<file path="src/rtl/hazard_ctrl_if.sv">
// Pipeline-to-hazard-unit signal bundle: instruction/status from the pipeline
// (master) and stall/flush/forward controls back from hazard_ctrl (slave).
interface hazard_ctrl_if #(
   parameter int Width = 32
);
   logic [Width-1:0] ir_FD;
   logic [Width-1:0] ir_EM;
   logic             reg_wrEM;
   logic             br_taken;
   logic             dmem_req;
   logic             dmem_ready;
   logic             stall_FD;
   logic             stall_EM;
   logic             bubble_EM;
   logic             flush;
   logic             fora;
   logic             forb;
   logic             fora_wb;
   logic             forb_wb;

   modport master (
      output ir_FD, ir_EM, reg_wrEM, br_taken, dmem_req, dmem_ready,
      input  stall_FD, stall_EM, bubble_EM, flush, fora, forb, fora_wb, forb_wb
   );

   modport slave (
      input  ir_FD, ir_EM, reg_wrEM, br_taken, dmem_req, dmem_ready,
      output stall_FD, stall_EM, bubble_EM, flush, fora, forb, fora_wb, forb_wb
   );
endinterface

</file>
<file path="src/rtl/hazard_ctrl.sv">
// Hazard unit for a FD/EM/MW pipeline: stalls, flushes and forwarding selects.
// Optional stall-cycle counter port stall_cnt when HAZARD_PERF_CNT_EN is defined.
module hazard_ctrl #(
   parameter int Width = 32
) (
   input  logic          clk,
   input  logic          rst,
   hazard_ctrl_if.slave  hif
`ifdef HAZARD_PERF_CNT_EN
   ,
   output logic [31:0]   stall_cnt
`endif
);
   typedef enum logic [1:0] {RUN, LDUSE, MEMWAIT} state_t;

   state_t     state, state_nxt;
   logic       lat_a, lat_b, lat_a_nxt, lat_b_nxt;
   logic [4:0] rs1, rs2, rd;
   logic       ld_EM, hit_a, hit_b;
   logic       stall_fd, stall_em, bubble_em, flush, fora, forb, fora_wb, forb_wb;
   logic       unused_bits;

   assign rs1   = hif.ir_FD[19:15];
   assign rs2   = hif.ir_FD[24:20];
   assign rd    = hif.ir_EM[11:7];
   assign ld_EM = (hif.ir_EM[6:0] == 7'b0000011);
   assign hit_a = hif.reg_wrEM && (rd != 5'd0) && (rd == rs1);
   assign hit_b = hif.reg_wrEM && (rd != 5'd0) && (rd == rs2);

   assign unused_bits = ^{hif.ir_FD[Width-1:25], hif.ir_FD[14:0], hif.ir_EM[Width-1:12]};

   always_ff @(posedge clk) begin
      if (rst) begin
         state <= RUN;
         lat_a <= 1'b0;
         lat_b <= 1'b0;
      end else begin
         state <= state_nxt;
         lat_a <= lat_a_nxt;
         lat_b <= lat_b_nxt;
      end
   end

   always_comb begin
      state_nxt = state;
      lat_a_nxt = lat_a;
      lat_b_nxt = lat_b;
      stall_fd  = 1'b0;
      stall_em  = 1'b0;
      bubble_em = 1'b0;
      flush     = 1'b0;
      fora      = 1'b0;
      forb      = 1'b0;
      fora_wb   = 1'b0;
      forb_wb   = 1'b0;
      if (!rst) begin
         case (state)
            RUN: begin
               if (hif.dmem_req && !hif.dmem_ready) begin
                  stall_fd  = 1'b1;
                  stall_em  = 1'b1;
                  state_nxt = MEMWAIT;
               end else if (hif.br_taken) begin
                  // Branch wins over load-use: the dependent FD instruction is discarded anyway.
                  flush = 1'b1;
                  fora  = hit_a && !ld_EM;
                  forb  = hit_b && !ld_EM;
               end else if (ld_EM && (hit_a || hit_b)) begin
                  stall_fd  = 1'b1;
                  bubble_em = 1'b1;
                  lat_a_nxt = hit_a;
                  lat_b_nxt = hit_b;
                  state_nxt = LDUSE;
               end else begin
                  fora = hit_a && !ld_EM;
                  forb = hit_b && !ld_EM;
               end
            end
            LDUSE: begin
               // Load result now sits in MW; pick it up from the writeback path.
               fora_wb   = lat_a;
               forb_wb   = lat_b;
               state_nxt = RUN;
            end
            MEMWAIT: begin
               if (!hif.dmem_ready) begin
                  stall_fd = 1'b1;
                  stall_em = 1'b1;
               end else begin
                  flush     = hif.br_taken;
                  state_nxt = RUN;
               end
            end
            default: state_nxt = RUN;
         endcase
      end
   end

   assign hif.stall_FD  = stall_fd;
   assign hif.stall_EM  = stall_em;
   assign hif.bubble_EM = bubble_em;
   assign hif.flush     = flush;
   assign hif.fora      = fora;
   assign hif.forb      = forb;
   assign hif.fora_wb   = fora_wb;
   assign hif.forb_wb   = forb_wb;

`ifdef HAZARD_PERF_CNT_EN
   always_ff @(posedge clk) begin
      if (rst)
         stall_cnt <= '0;
      else if (stall_fd && (stall_cnt != 32'hFFFF_FFFF))
         stall_cnt <= stall_cnt + 32'd1;
   end
`endif
endmodule

</file>
<file path="src/flat_wrapper.sv">
// flat-port wrapper written by rule: the top's interface ports become plain ports
module hazard_ctrl_flat 
#(
   parameter int Width = 32
)
  (clk, rst, hif_ir_FD, hif_ir_EM, hif_reg_wrEM, hif_br_taken, hif_dmem_req, hif_dmem_ready, hif_stall_FD, hif_stall_EM, hif_bubble_EM, hif_flush, hif_fora, hif_forb, hif_fora_wb, hif_forb_wb);
  hazard_ctrl_if #(.Width(Width)) hif_i ();
  input  logic clk;
  input  logic rst;
  input wire logic [$bits(hif_i.ir_FD)-1:0] hif_ir_FD;
  input wire logic [$bits(hif_i.ir_EM)-1:0] hif_ir_EM;
  input wire logic [$bits(hif_i.reg_wrEM)-1:0] hif_reg_wrEM;
  input wire logic [$bits(hif_i.br_taken)-1:0] hif_br_taken;
  input wire logic [$bits(hif_i.dmem_req)-1:0] hif_dmem_req;
  input wire logic [$bits(hif_i.dmem_ready)-1:0] hif_dmem_ready;
  output wire logic [$bits(hif_i.stall_FD)-1:0] hif_stall_FD;
  output wire logic [$bits(hif_i.stall_EM)-1:0] hif_stall_EM;
  output wire logic [$bits(hif_i.bubble_EM)-1:0] hif_bubble_EM;
  output wire logic [$bits(hif_i.flush)-1:0] hif_flush;
  output wire logic [$bits(hif_i.fora)-1:0] hif_fora;
  output wire logic [$bits(hif_i.forb)-1:0] hif_forb;
  output wire logic [$bits(hif_i.fora_wb)-1:0] hif_fora_wb;
  output wire logic [$bits(hif_i.forb_wb)-1:0] hif_forb_wb;
  assign hif_i.ir_FD = hif_ir_FD;
  assign hif_i.ir_EM = hif_ir_EM;
  assign hif_i.reg_wrEM = hif_reg_wrEM;
  assign hif_i.br_taken = hif_br_taken;
  assign hif_i.dmem_req = hif_dmem_req;
  assign hif_i.dmem_ready = hif_dmem_ready;
  assign hif_stall_FD = hif_i.stall_FD;
  assign hif_stall_EM = hif_i.stall_EM;
  assign hif_bubble_EM = hif_i.bubble_EM;
  assign hif_flush = hif_i.flush;
  assign hif_fora = hif_i.fora;
  assign hif_forb = hif_i.forb;
  assign hif_fora_wb = hif_i.fora_wb;
  assign hif_forb_wb = hif_i.forb_wb;
  hazard_ctrl #(.Width(Width)) u_core (.clk(clk), .rst(rst), .hif(hif_i));
endmodule
</file>
<file path="config.mk">
export PLATFORM = sky130hd
export DESIGN_NAME = hazard_ctrl_flat
export DESIGN_NICKNAME = d
export VERILOG_FILES = /design/src/rtl/hazard_ctrl_if.sv /design/src/rtl/hazard_ctrl.sv /design/src/flat_wrapper.sv
export SDC_FILE = /design/constraint.sdc
export NUM_CORES = 1
export LEC_CHECK = 0
export ABC_AREA = 0
export BUFFER_PORTS_ARGS = -buffer_cell sky130_fd_sc_hd__buf_4
export CAP_MARGIN = 20
export CORE_MARGIN = 10
export CORE_UTILIZATION = 22
export DETAILED_ROUTE_END_ITERATION = 10
export HOLD_SLACK_MARGIN = 0.15
export PLACE_DENSITY = 0.75
export SETUP_SLACK_MARGIN = 0.5
export SYNTH_ARGS = -nofsm -noshare
export SYNTH_HDL_FRONTEND = slang
export SYNTH_SLANG_ARGS = --single-unit
</file>
<file path="constraint.sdc">
create_clock -name clk -period 1.43 [get_ports clk]
set_input_delay 0.143 -clock clk [delete_from_list [all_inputs] [get_ports clk]]
set_output_delay 0.143 -clock clk [all_outputs]
set_load 0.01 [all_outputs]
</file>
---- Word level (Yosys, flattened, before mapping) ----
Cells that the tools add are included.
storage, ports and cells
  latch bits .............................. 0
  memory bits (writable) .................. 0
  memories kept ........................... 0
  bits in read-only memories .............. 0
  register bits after elaboration ......... 4
  input port bits ......................... 70
  logic and storage cells ................. 63
  output and inout port bits .............. 8
operators by class
  eq/ne operators ......................... 8
  $lt $le $gt $ge ......................... 0
  bitwise gates (word level) .............. 2
  shift operators ......................... 0
  muxes and demuxes ....................... 36
  reduce and logical (&&, ||, !) cells .... 14
  add/sub/neg operators ................... 0
  $mul .................................... 0
  div/mod/pow operators ................... 0
operator list
  cell                                                    count
  two-way mux 1 bit                                       28
  == test 5 bit                                           2
  two-way mux 2 bit                                       4
  == test 7 x 2 -> 1 bit (second input constant)          1
  logical AND 1 bit                                       7
  one-hot mux 1 bit (2 select lines)                      3
  nonzero test 5 bit                                      1
  one-hot mux 2 bit (2 select lines)                      1
  AND reduction 4 bit                                     1
  inequality test 3 x 1 -> 1 bit (second input constant)  1
  inequality test 3 x 2 -> 1 bit (second input constant)  1
  AND reduction 3 bit                                     1
  == test 2 x 1 -> 1 bit (second input constant)          1
  == test 2 bit (second input constant)                   1
  logical NOT 1 bit                                       2
  logical NOT 2 bit                                       1
  inequality test 2 bit (second input constant)           1
  inverter 1 bit                                          2
  logical OR 1 bit                                        1

---- Logic depth before layout (Yosys ltp) ----
Gate-level depths: netlist (run 1).
  depth in word-level cells ............... 10
  mapped depth ............................ 5
  depth with buffers taken out ............ 5

---- Worst setup path after synthesis (run 1) ----
OpenSTA, ideal clock, no wires.
  kind .................................... input port to output port
  from .................................... input port hif_ir_EM[5]
  to ...................................... output port hif_stall_FD
  data arrival time ....................... 1.301 ns
  slack ................................... -0.014 ns
  cell stages on the path ................. 4
  data required time ...................... 1.287 ns
  cell sequence ........................... nor3_1 -> nand4_1 -> or4b_2 -> o21bai_1
between the ends
  longest elaborated chain between the ends .. 7
ends and longest elaborated chain
  element                             line                text
  start: declaration                  flat_wrapper.sv:11  input wire logic [$bits(hif_i.ir_EM)-1:0] hif_ir_EM;
  == test 7 x 2 -> 1 bit              hazard_ctrl.sv:26   assign ld_EM = (hif.ir_EM[6:0] == 7'b0000011);
  logical AND 1 bit                   hazard_ctrl.sv:68   end else if (ld_EM && (hit_a || hit_b)) begin
  two-way mux 1 bit                   hazard_ctrl.sv:68
  two-way mux 1 bit                   hazard_ctrl.sv:63   end else if (hif.br_taken) begin
  two-way mux 1 bit                   hazard_ctrl.sv:59   if (hif.dmem_req && !hif.dmem_ready) begin
  one-hot mux 1 bit (2 select lines)  hazard_ctrl.sv:57   case (state)
  two-way mux 1 bit                   hazard_ctrl.sv:56   if (!rst) begin
  end: declaration                    flat_wrapper.sv:16  output wire logic [$bits(hif_i.stall_FD)-1:0] hif_stall_FD;
Every way passes these cells.

---- Worst setup path after layout (run 1) ----
  from .................................... register u_core.state[1]
  to ...................................... output port hif_bubble_EM
between the ends
  longest elaborated chain between the ends .. 3
ends and longest elaborated chain
  element                   line                text
  start: declaration        hazard_ctrl.sv:16   state_t state, state_nxt;
  start signal: assignment  hazard_ctrl.sv:38   state <= state_nxt;
  logical NOT 2 bit         hazard_ctrl.sv:57
  two-way mux 1 bit         hazard_ctrl.sv:57
  two-way mux 1 bit         hazard_ctrl.sv:56
  end: declaration          flat_wrapper.sv:18  output wire logic [$bits(hif_i.bubble_EM)-1:0] hif_bubble_EM;
Every way passes these cells.

==> results of run 1 <==
==> metrics by stage <==
step            util  TNS, ns
2_1_floorplan      -        0
3_3_place_gp   0.444   -0.564
3_5_place_dp   0.444   -0.664
4_1_cts        0.473   -0.774
5_1_grt        0.492    -1.16
6_report       0.492   -0.685
==> per-layer routing <==
| layer | GRT usage | vias up |
|---|---|---|
| li1 | - | 269 |
| met4 | 0.0503 | 0 |
| met2 | 0.137 | 27 |
| met5 | 0 | - |
| met3 | 0.0376 | 4 |
| met1 | 0.0634 | 245 |
==> cells in the final DEF (no fill, tap or decap), types with 2 or more instances in the layout <==
master    Yosys  layout
nor3_1        3       3
or4_4         2       3
and3_1        3       2
nor3_4        0       2
clkbuf_4      0       3
or2_0         2       2
nor2_1        5       4
xor2_1        4       4
nand3_1       2       2
dfxtp_1       4       2
o21ai_0       3       2
buf_6         0       6
buf_4         0      37
xnor2_1       6       6
==> cell families after synthesis <==
family | share of synthesized area
xor+xnor | 0.223
flops | 0.204
buf+inv | 0.0191
compound gates | 0.124
simple gates | 0.430
==> what timing repair did <==
action	in CTS	in global routing
cloned	0	0
endpoints found under the setup margin	11	11
hold buffers	0	0
endpoints found under the hold margin	0	0
setup buffers	2	0
resized for setup	5	9
pin swaps	4	1
==> path summary, 6_finish.rpt <==
path | from | end | slack [ns]
hold reg to reg | u_core.lat_b | u_core.lat_b | 0.47
setup / recovery | u_core.state[1] | hif_bubble_EM | -0.19
setup reg to reg | u_core.state[1] | u_core.lat_a | -0.12
hold / removal | hif_dmem_ready | u_core.state[1] | 0.25
==> sequential cells by signal, indices dropped and copies added, names as in the netlist <==
register and count:
u_core.lat_a 1, u_core.lat_b 1, u_core.state 2
==> power by group through the flow <==
stage / combinational, uW / clock (uW) / sequential [uW]
6_report: 149 / 142 / 114
5_1_grt: 162 / 164 / 113
4_1_cts: 147 / 145 / 115
3_5_place_dp: 142 / 0 / 116
3_3_place_gp: 139 / 0 / 116
2_1_floorplan: 54.9 / 0 / 116
==> area by class of cell <==
cell class | instances | area, sq um | area share
clock buffer | 3 | 22.5 | 0.0268
tap | 25 | 31.3 | 0.0372
sequential | 4 | 85.1 | 0.101
timing repair buffer | 43 | 345 | 0.411
inverter | 1 | 3.75 | 0.00446
multi-input combinational | 43 | 353 | 0.420
==> worst max-delay path, stage by stage, from the launching register on <==
cell	delay (ns)
dfxtp_2	0.33
a211oi_2	0.23
or3b_4	0.43
nor3_4	0.12
buf_6	0.12
==> results by group, run 1 <==
Outcome
  – Outcome: finished with violations
  – Failing checks: setup timing

GRT
  – Global Route Usage Sum: 0.0757
  – Initial antenna violation count: 0
  – Largest net degree at the start of global routing: 9
  – First-pass GRT wire length: 2420 um
  – Vias in the first global route: 576
  – GRT overflow: 0

Power and ir drop
  – Power, Total: 404 uW
  – Power share of the combinational group: 0.368
  – Cell Pwr Density: 481 nW/um^2
  – Reg power frac: 0.281
  – Clock power share: 0.351
  – Sw frac: 0.256
  – Design internal power: 301 uW
  – Sw power: 103 uW
  – Leak: 0.000379 uW
  – Maximum VDD drop: 0.246 mV

Synthesis
  – Seq cells post-synth: 4
  – Syn Inst Count: 49
  – Mapped Nets: 119
  – Most instantiated library cell after synthesis: xnor2_1
  – EDFF count, synth: 0
  – Yosys top cell by area: dfxtp_1
  – Synth top cells by count: xnor2_1 (6), nor2_1 (5), dfxtp_1 (4), xor2_1 (4)
  – Async SR Flop Fraction: 0
  – Warnings from Yosys: 0
  – Register area share after synthesis: 0.204
  – Yosys top cell area share: 0.204
  – Unique masters post-synth: 23
  – Dominant cells by area after synthesis: dfxtp_1 (20%), xnor2_1 (13%), xor2_1 (8.9%)
  – Cell Area, Synth: 393 sq um
  – Mapped Avg Cell Area: 8.02 sq um
  – Primary flip-flop cell chosen by synthesis mapping: dfxtp_1

Detailed routing
  – DRC violations left: 0
  – WL met1: 529 um
  – Starting DRT DRC Count: 1
  – Vias/cell: 4.58
  – Detail Route Antenna Nets: 0
  – Vias: 545
  – Routed WL: 1470 um
  – Pre-antenna DRT Iters: 2
  – Uppermost layer routed: met4
  – Routed len/inst: 12.3 um
  – WL met3: 142 um
  – DR WL met2: 765 um

Floorplanning
  – Die W: 62.3 um
  – DIE HEIGHT: 62.3 um
  – Io pins: 78
  – Initial core utilization: 0.230
  – Die area: 3880 sq um
  – Core footprint: 1710 sq um
  – Standard-cell row count: 15

STA
  – Final Setup Violations: 6
  – Hold Fails Final Rpt: 0
  – Min cycle time layout: 1.62 ns
  – Setup slack after layout: -0.185 ns
  – Slew headroom: 0.784
  – Period utilization: 1.13
  – RSZ-0062 raised after global routing: yes
  – Max-slew violations: 0
  – Clock Skews: 0.00431 ns
  – Slew @ Worst Pin: 0.321 ns
  – Fmax: 0.619 GHz
  – Worst hold slack: 0.254 ns

Critical path
  – Worst Path Max Fanout: 3
  – WP data required: 1.29 ns
  – Crit. End Element: output port
  – Startpoint class of the critical path: flop
  – Path depth of the worst reg2reg path: 5
  – CP arrival: 1.47 ns
  – Setup CP Type: reg -> out

Clocking
  – CTS Sinks: 4
  – CTS buffer count: 3
  – Clock slew at reported path FFs: 0.04 ns
  – H-tree depth: 1
  – CTS Root Cell: clkbuf_4
  – Worst-Skew Late Latency: 0.24 ns
  – CTS tree: built
  – Max Root-Sink Buffers: 2

Placement
  – DP Area: 758 sq um
  – RePlAce Congestion: 0.773
  – Post-DP HPWL: 1280 um
  – Placed Cells: 114
  – Buffers on Ports: 35
  – Pre-CTS setup slack: -0.155 ns

Final layout
  – Final instance area: 841 sq um
  – Area delta synth->final: 114%
  – Fillers: 176
  – Diode count: 0
  – Final net count: 166
  – Fraction of layout cells with a size suffix above 1: 0.660
  – Non-filler cells, final: 119

Worst hold path
  – Worst Hold Class: in -> reg
  – Hold depth: 4

Flow run
  – Max cap viols: 0
Power figures use the tool's default switching activity.
==> run 2, diff against run 1 <==
==> constraint.sdc (replaced) <==
create_clock -name clk -period 1.43 [get_ports clk]
set_input_delay 0.0715 -clock clk [delete_from_list [all_inputs] [get_ports clk]]
set_output_delay 0.0715 -clock clk [all_outputs]
set_load 0.01 [all_outputs]
==> results by group, run 2 (synthesis results as in run 1) <==
Outcome
  – Outcome: finished with violations
  – Failing checks: setup timing

Clocking
  – CTS buffer count: 3
  – CTS Sinks: 4
  – Max Root-Sink Buffers: 2
  – H-tree depth: 1
  – Clock slew at reported path FFs: 0.04 ns
  – Worst-Skew Late Latency: 0.24 ns
  – CTS tree: built
  – CTS Root Cell: clkbuf_4

Placement
  – RePlAce Congestion: 0.700
  – Post-DP HPWL: 1350 um
  – Pre-CTS setup slack: -0.110 ns
  – Buffers on Ports: 35
  – DP Area: 788 sq um

STA
  – RSZ-0062 raised after global routing: yes
  – Worst hold slack: 0.236 ns
  – Setup slack after layout: -0.117 ns
  – Slew @ Worst Pin: 0.254 ns
  – Fin Setup TNS: -0.376 ns
  – Max-slew violations: 0
  – Fmax: 0.647 GHz
  – Final Setup Violations: 5
  – Period utilization: 1.08
  – Hold Fails Final Rpt: 0
  – Min cycle time layout: 1.55 ns
  – Slew headroom: 0.830
  – Clock Skews: 0.00988 ns

Critical path
  – Slowest CP cell: or3b_4
  – Worst Path Max Fanout: 4
  – CP cell instances: a211oi_2 -> or3b_4 -> nor3_2 -> buf_4
  – R2R setup slack: -0.10 ns
  – CP bufs+invs: 1
  – Setup CP Type: reg -> out
  – WP data required: 1.36 ns
  – R2r startpoint: u_core.state[0]
  – CP arrival: 1.48 ns
  – Crit. End Element: output port
  – FF-to-FF End: u_core.lat_a
  – Path depth of the worst reg2reg path: 5
  – Startpoint class of the critical path: flop
  – Family with the most delay on the worst path: simple AND/OR/NAND/NOR gates
  – Worst path max stage delay: 0.41 ns

Final layout
  – Fraction of layout cells with a size suffix above 1: 0.765
  – Most frequent cells in the layout: buf_4 (35), buf_6 (11), xnor2_2 (6), xor2_1 (4)
  – Final instance area: 947 sq um
  – Area delta synth->final: 141%
  – Register area: 85.1 sq um
  – Max reg flops: 2
  – Fillers: 165
  – Top Registers: u_core.state (2), u_core.lat_a (1), u_core.lat_b (1)
  – Multi-input gate area: 408 sq um
  – Top reg by flops: u_core.state
  – Most common cell after layout, fill and taps aside: buf_4
  – Final net count: 170
  – Diode count: 0

Power and ir drop
  – Clock power share: 0.331
  – Reg power frac: 0.261
  – Power share of the combinational group: 0.408
  – Sw power: 118 uW
  – Design internal power: 322 uW
  – Maximum VDD drop: 0.260 mV
  – Cell Pwr Density: 465 nW/um^2
  – Sw frac: 0.269
  – Leak: 0.000421 uW

Floorplanning
  – Die area: 3880 sq um
  – DIE HEIGHT: 62.3 um
  – Initial core utilization: 0.230
  – Die W: 62.3 um
  – Io pins: 78
  – Standard-cell row count: 15
  – Core footprint: 1710 sq um

Detailed routing
  – Vias: 557
  – Vias/cell: 4.53
  – Routed WL: 1710 um
  – Detail Route Antenna Nets: 0
  – Pre-antenna DRT Iters: 2
  – Routed len/inst: 13.9 um
  – DRC violations left: 0
  – Starting DRT DRC Count: 7

Worst hold path
  – Worst Hold Class: in -> reg
  – Min-delay src: hif_dmem_ready
  – Hold depth: 5
  – Min-Delay Endpoint: u_core.state[1]

GRT
  – Initial antenna violation count: 0
  – GRT overflow: 0
  – Global Route Usage Sum: 0.0845
  – Largest net degree at the start of global routing: 7
  – Vias in the first global route: 634
  – First-pass GRT wire length: 2700 um

Flow run
  – Max cap viols: 0
==> run 2: changes by cell type in the layout (fill, tap and decap cells not counted), moves of 2 or more <==
cell     delta
xnor2_1     -6
xnor2_2     +6
buf_6       +5
nor2_4      +3
and3_1      -2
and3_4      +2
buf_4       -2
nor2_1      -2
nor3_2      +2
nor3_4      -2
==> run 2: what timing repair did <==
action / in CTS / in global routing
hold endpoints to repair: 4 / 0
setup endpoints to repair: 11 / 12
gates cloned: 0 / 0
pin swaps: 14 / 3
buffers inserted: 5 / 1
hold buffers: 1 / 0
resized for setup: 23 / 1
==> run 2: worst register-to-register path, stage by stage, from the launching register on <==
cell and delay (ns):
dfxtp_2 0.33, a211oi_2 0.23, or3b_4 0.41, buf_4 0.16
or2_0 0.19, a21oi_1 0.13
==> run 2: per-stage QoR <==
stage          std cells   util  power, uW
2_1_floorplan         49      -        181
3_5_place_dp         113  0.462        272
6_report             123  0.555        440
5_1_grt              123  0.555        477
4_1_cts              122  0.548        440
3_3_place_gp         113  0.462        268
==> run 2: final cells by class <==
type	count	share of cell area
Timing Repair Buffer	47	0.419
Tap cell	25	0.0330
Multi-Input combinational cell	43	0.431
Inverter	1	0.00396
Sequential cell	4	0.0898
Clock buffer	3	0.0238
==> run 2: worst max path at each step <==
stage,start,endpoint,slack [ns],cells past startpoint
after floorplan,u_core.state[1],u_core.lat_a,0.13,4
after global placement,hif_ir_EM[11],hif_bubble_EM,-0.08,7
after detailed placement,hif_ir_EM[9],hif_bubble_EM,-0.11,7
after CTS,u_core.state[0],hif_bubble_EM,-0.1,4
after global routing,u_core.state[0],hif_bubble_EM,-0.20,4
final,u_core.state[0],hif_bubble_EM,-0.12,4
==> run 2: routing by layer <==
metal / up-vias / routed length [um] / global-route usage / share of wire
met3: 0 / 185 / 0.0591 / 0.11
met1: 247 / 693 / 0.0807 / 0.41
met2: 35 / 831 / 0.150 / 0.49
li1: 275 / - / - / -
met5: - / 0 / 0 / 0
met4: 0 / 0 / 0.00838 / 0
==> run 2: power groups by stage <==
stage | Clock, uW | Combinational (uW) | Sequential, uW
2_1_floorplan | 0 | 65.1 | 116
3_3_place_gp | 0 | 152 | 116
3_5_place_dp | 0 | 155 | 117
4_1_cts | 149 | 176 | 115
5_1_grt | 169 | 193 | 115
6_report | 145 | 180 | 115
==> run 3, diff against run 2 <==
- SKIP_LAST_GASP: default -> 1
==> results by group, run 3 (synthesis results as in run 1) <==
Detailed routing
  – Pre-antenna DRT Iters: 2
  – Routed len/inst: 13.6 um
  – Vias: 554
  – Starting DRT DRC Count: 6
  – Detail Route Antenna Nets: 0
  – Routed WL: 1680 um
  – DRC violations left: 0
  – Vias/cell: 4.50

Power and ir drop
  – Design internal power: 320 uW
  – Clock power share: 0.334
  – Sw frac: 0.269
  – Power share of the combinational group: 0.404
  – Cell Pwr Density: 470 nW/um^2
  – Reg power frac: 0.262
  – Leak: 0.000422 uW
  – Maximum VDD drop: 0.270 mV
  – Sw power: 118 uW

Final layout
  – Final net count: 170
  – Fillers: 167
  – Max reg flops: 2
  – Area delta synth->final: 138%
  – Diode count: 0
  – Top reg by flops: u_core.state
  – Final instance area: 933 sq um
  – Most frequent cells in the layout: buf_4 (36), buf_6 (10), xnor2_2 (6), xor2_1 (4)
  – Top Registers: u_core.state (2), u_core.lat_a (1), u_core.lat_b (1)
  – Fraction of layout cells with a size suffix above 1: 0.755
  – Most common cell after layout, fill and taps aside: buf_4

Outcome
  – Failing checks: setup timing
  – Outcome: finished with violations

STA
  – Slew @ Worst Pin: 0.250 ns
  – Clock Skews: 0.0106 ns
  – Final Setup Violations: 4
  – Fmax: 0.646 GHz
  – Max-slew violations: 0
  – Min cycle time layout: 1.55 ns
  – Fin Setup TNS: -0.373 ns
  – Period utilization: 1.08
  – Setup slack after layout: -0.117 ns
  – RSZ-0062 raised after global routing: yes
  – Hold Fails Final Rpt: 0
  – Slew headroom: 0.832

Clocking
  – H-tree depth: 1
  – CTS buffer count: 3
  – Max Root-Sink Buffers: 2
  – CTS Root Cell: clkbuf_4
  – CTS Sinks: 4
  – Clock slew at reported path FFs: 0.04 ns
  – CTS tree: built
  – Worst-Skew Late Latency: 0.24 ns

Placement
  – Buffers on Ports: 35
  – Post-DP HPWL: 1350 um
  – Pre-CTS setup slack: -0.110 ns
  – RePlAce Congestion: 0.700
  – DP Area: 788 sq um

GRT
  – Largest net degree at the start of global routing: 7
  – First-pass GRT wire length: 2680 um
  – Initial antenna violation count: 0
  – Vias in the first global route: 617
  – Global Route Usage Sum: 0.0841
  – GRT overflow: 0

Critical path
  – Crit. End Element: output port
  – Setup CP Type: reg -> out
  – Worst Path Max Fanout: 4
  – WP data required: 1.36 ns
  – Startpoint class of the critical path: flop
  – CP arrival: 1.48 ns

Floorplanning
  – DIE HEIGHT: 62.3 um
  – Io pins: 78
  – Initial core utilization: 0.230
  – Core footprint: 1710 sq um
  – Standard-cell row count: 15
  – Die area: 3880 sq um
  – Die W: 62.3 um

Flow run
  – Max cap viols: 0

Worst hold path
  – Worst Hold Class: in -> reg
==> run 3: routing by layer <==
metal / up-vias / track usage / share of wire
met5: - / 0 / 0
met4: 0 / 0.00838 / 0
met3: 0 / 0.0591 / 0.11
met2: 34 / 0.146 / 0.48
met1: 246 / 0.0827 / 0.40
li1: 274 / - / -
==> run 3: power by group through the flow <==
stage          sequential [uW]  clock (uW)  combinational [uW]
2_1_floorplan              116           0                65.1
3_3_place_gp               116           0                 152
3_5_place_dp               117           0                 155
4_1_cts                    115         149                 174
5_1_grt                    115         169                 191
6_report                   115         147                 177
==> run 3: stage by stage <==
stage	utilization	std cells	hold WS, ns	power (uW)
2_1_floorplan	-	49	0.285	181
3_3_place_gp	0.462	113	0.317	268
3_5_place_dp	0.462	113	0.323	272
4_1_cts	0.538	122	0.205	438
5_1_grt	0.547	123	0.241	475
6_report	0.547	123	0.229	439
==> run 3: what timing repair did <==
item | CTS | global route
setup endpoints to repair | 11 | 12
hold endpoints to repair | 4 | 0
resized for setup | 19 | 2
setup buffers | 5 | 1
pin swaps | 14 | 3
hold buffers | 1 | 0
gates cloned | 0 | 0
==> run 3: path summary, 6_finish.rpt <==
kind	startpoint	end	slack, ns	cells after the start
worst max-delay path	u_core.state[0]	hif_bubble_EM	-0.12	4
worst min-delay path	hif_dmem_ready	u_core.state[1]	0.23	5
worst max register to register	u_core.state[0]	u_core.lat_a	-0.10	5
worst min register to register	u_core.lat_b	u_core.lat_b	0.49	2
==> run 3: final cells by class <==
type	instances	area, sq um	area share
Timing Repair Buffer	47	393	0.421
Clock buffer	3	22.5	0.0241
Tap cell	25	31.3	0.0335
Multi-Input combinational cell	43	398	0.426
Sequential cell	4	85.1	0.0912
Inverter	1	3.75	0.00402
==> run 3: worst max-delay path, stage by stage (launching register included) <==
cell      delay (ns)
dfxtp_2         0.33
a211oi_2        0.23
or3b_4          0.41
nor3_2          0.12
buf_4           0.14
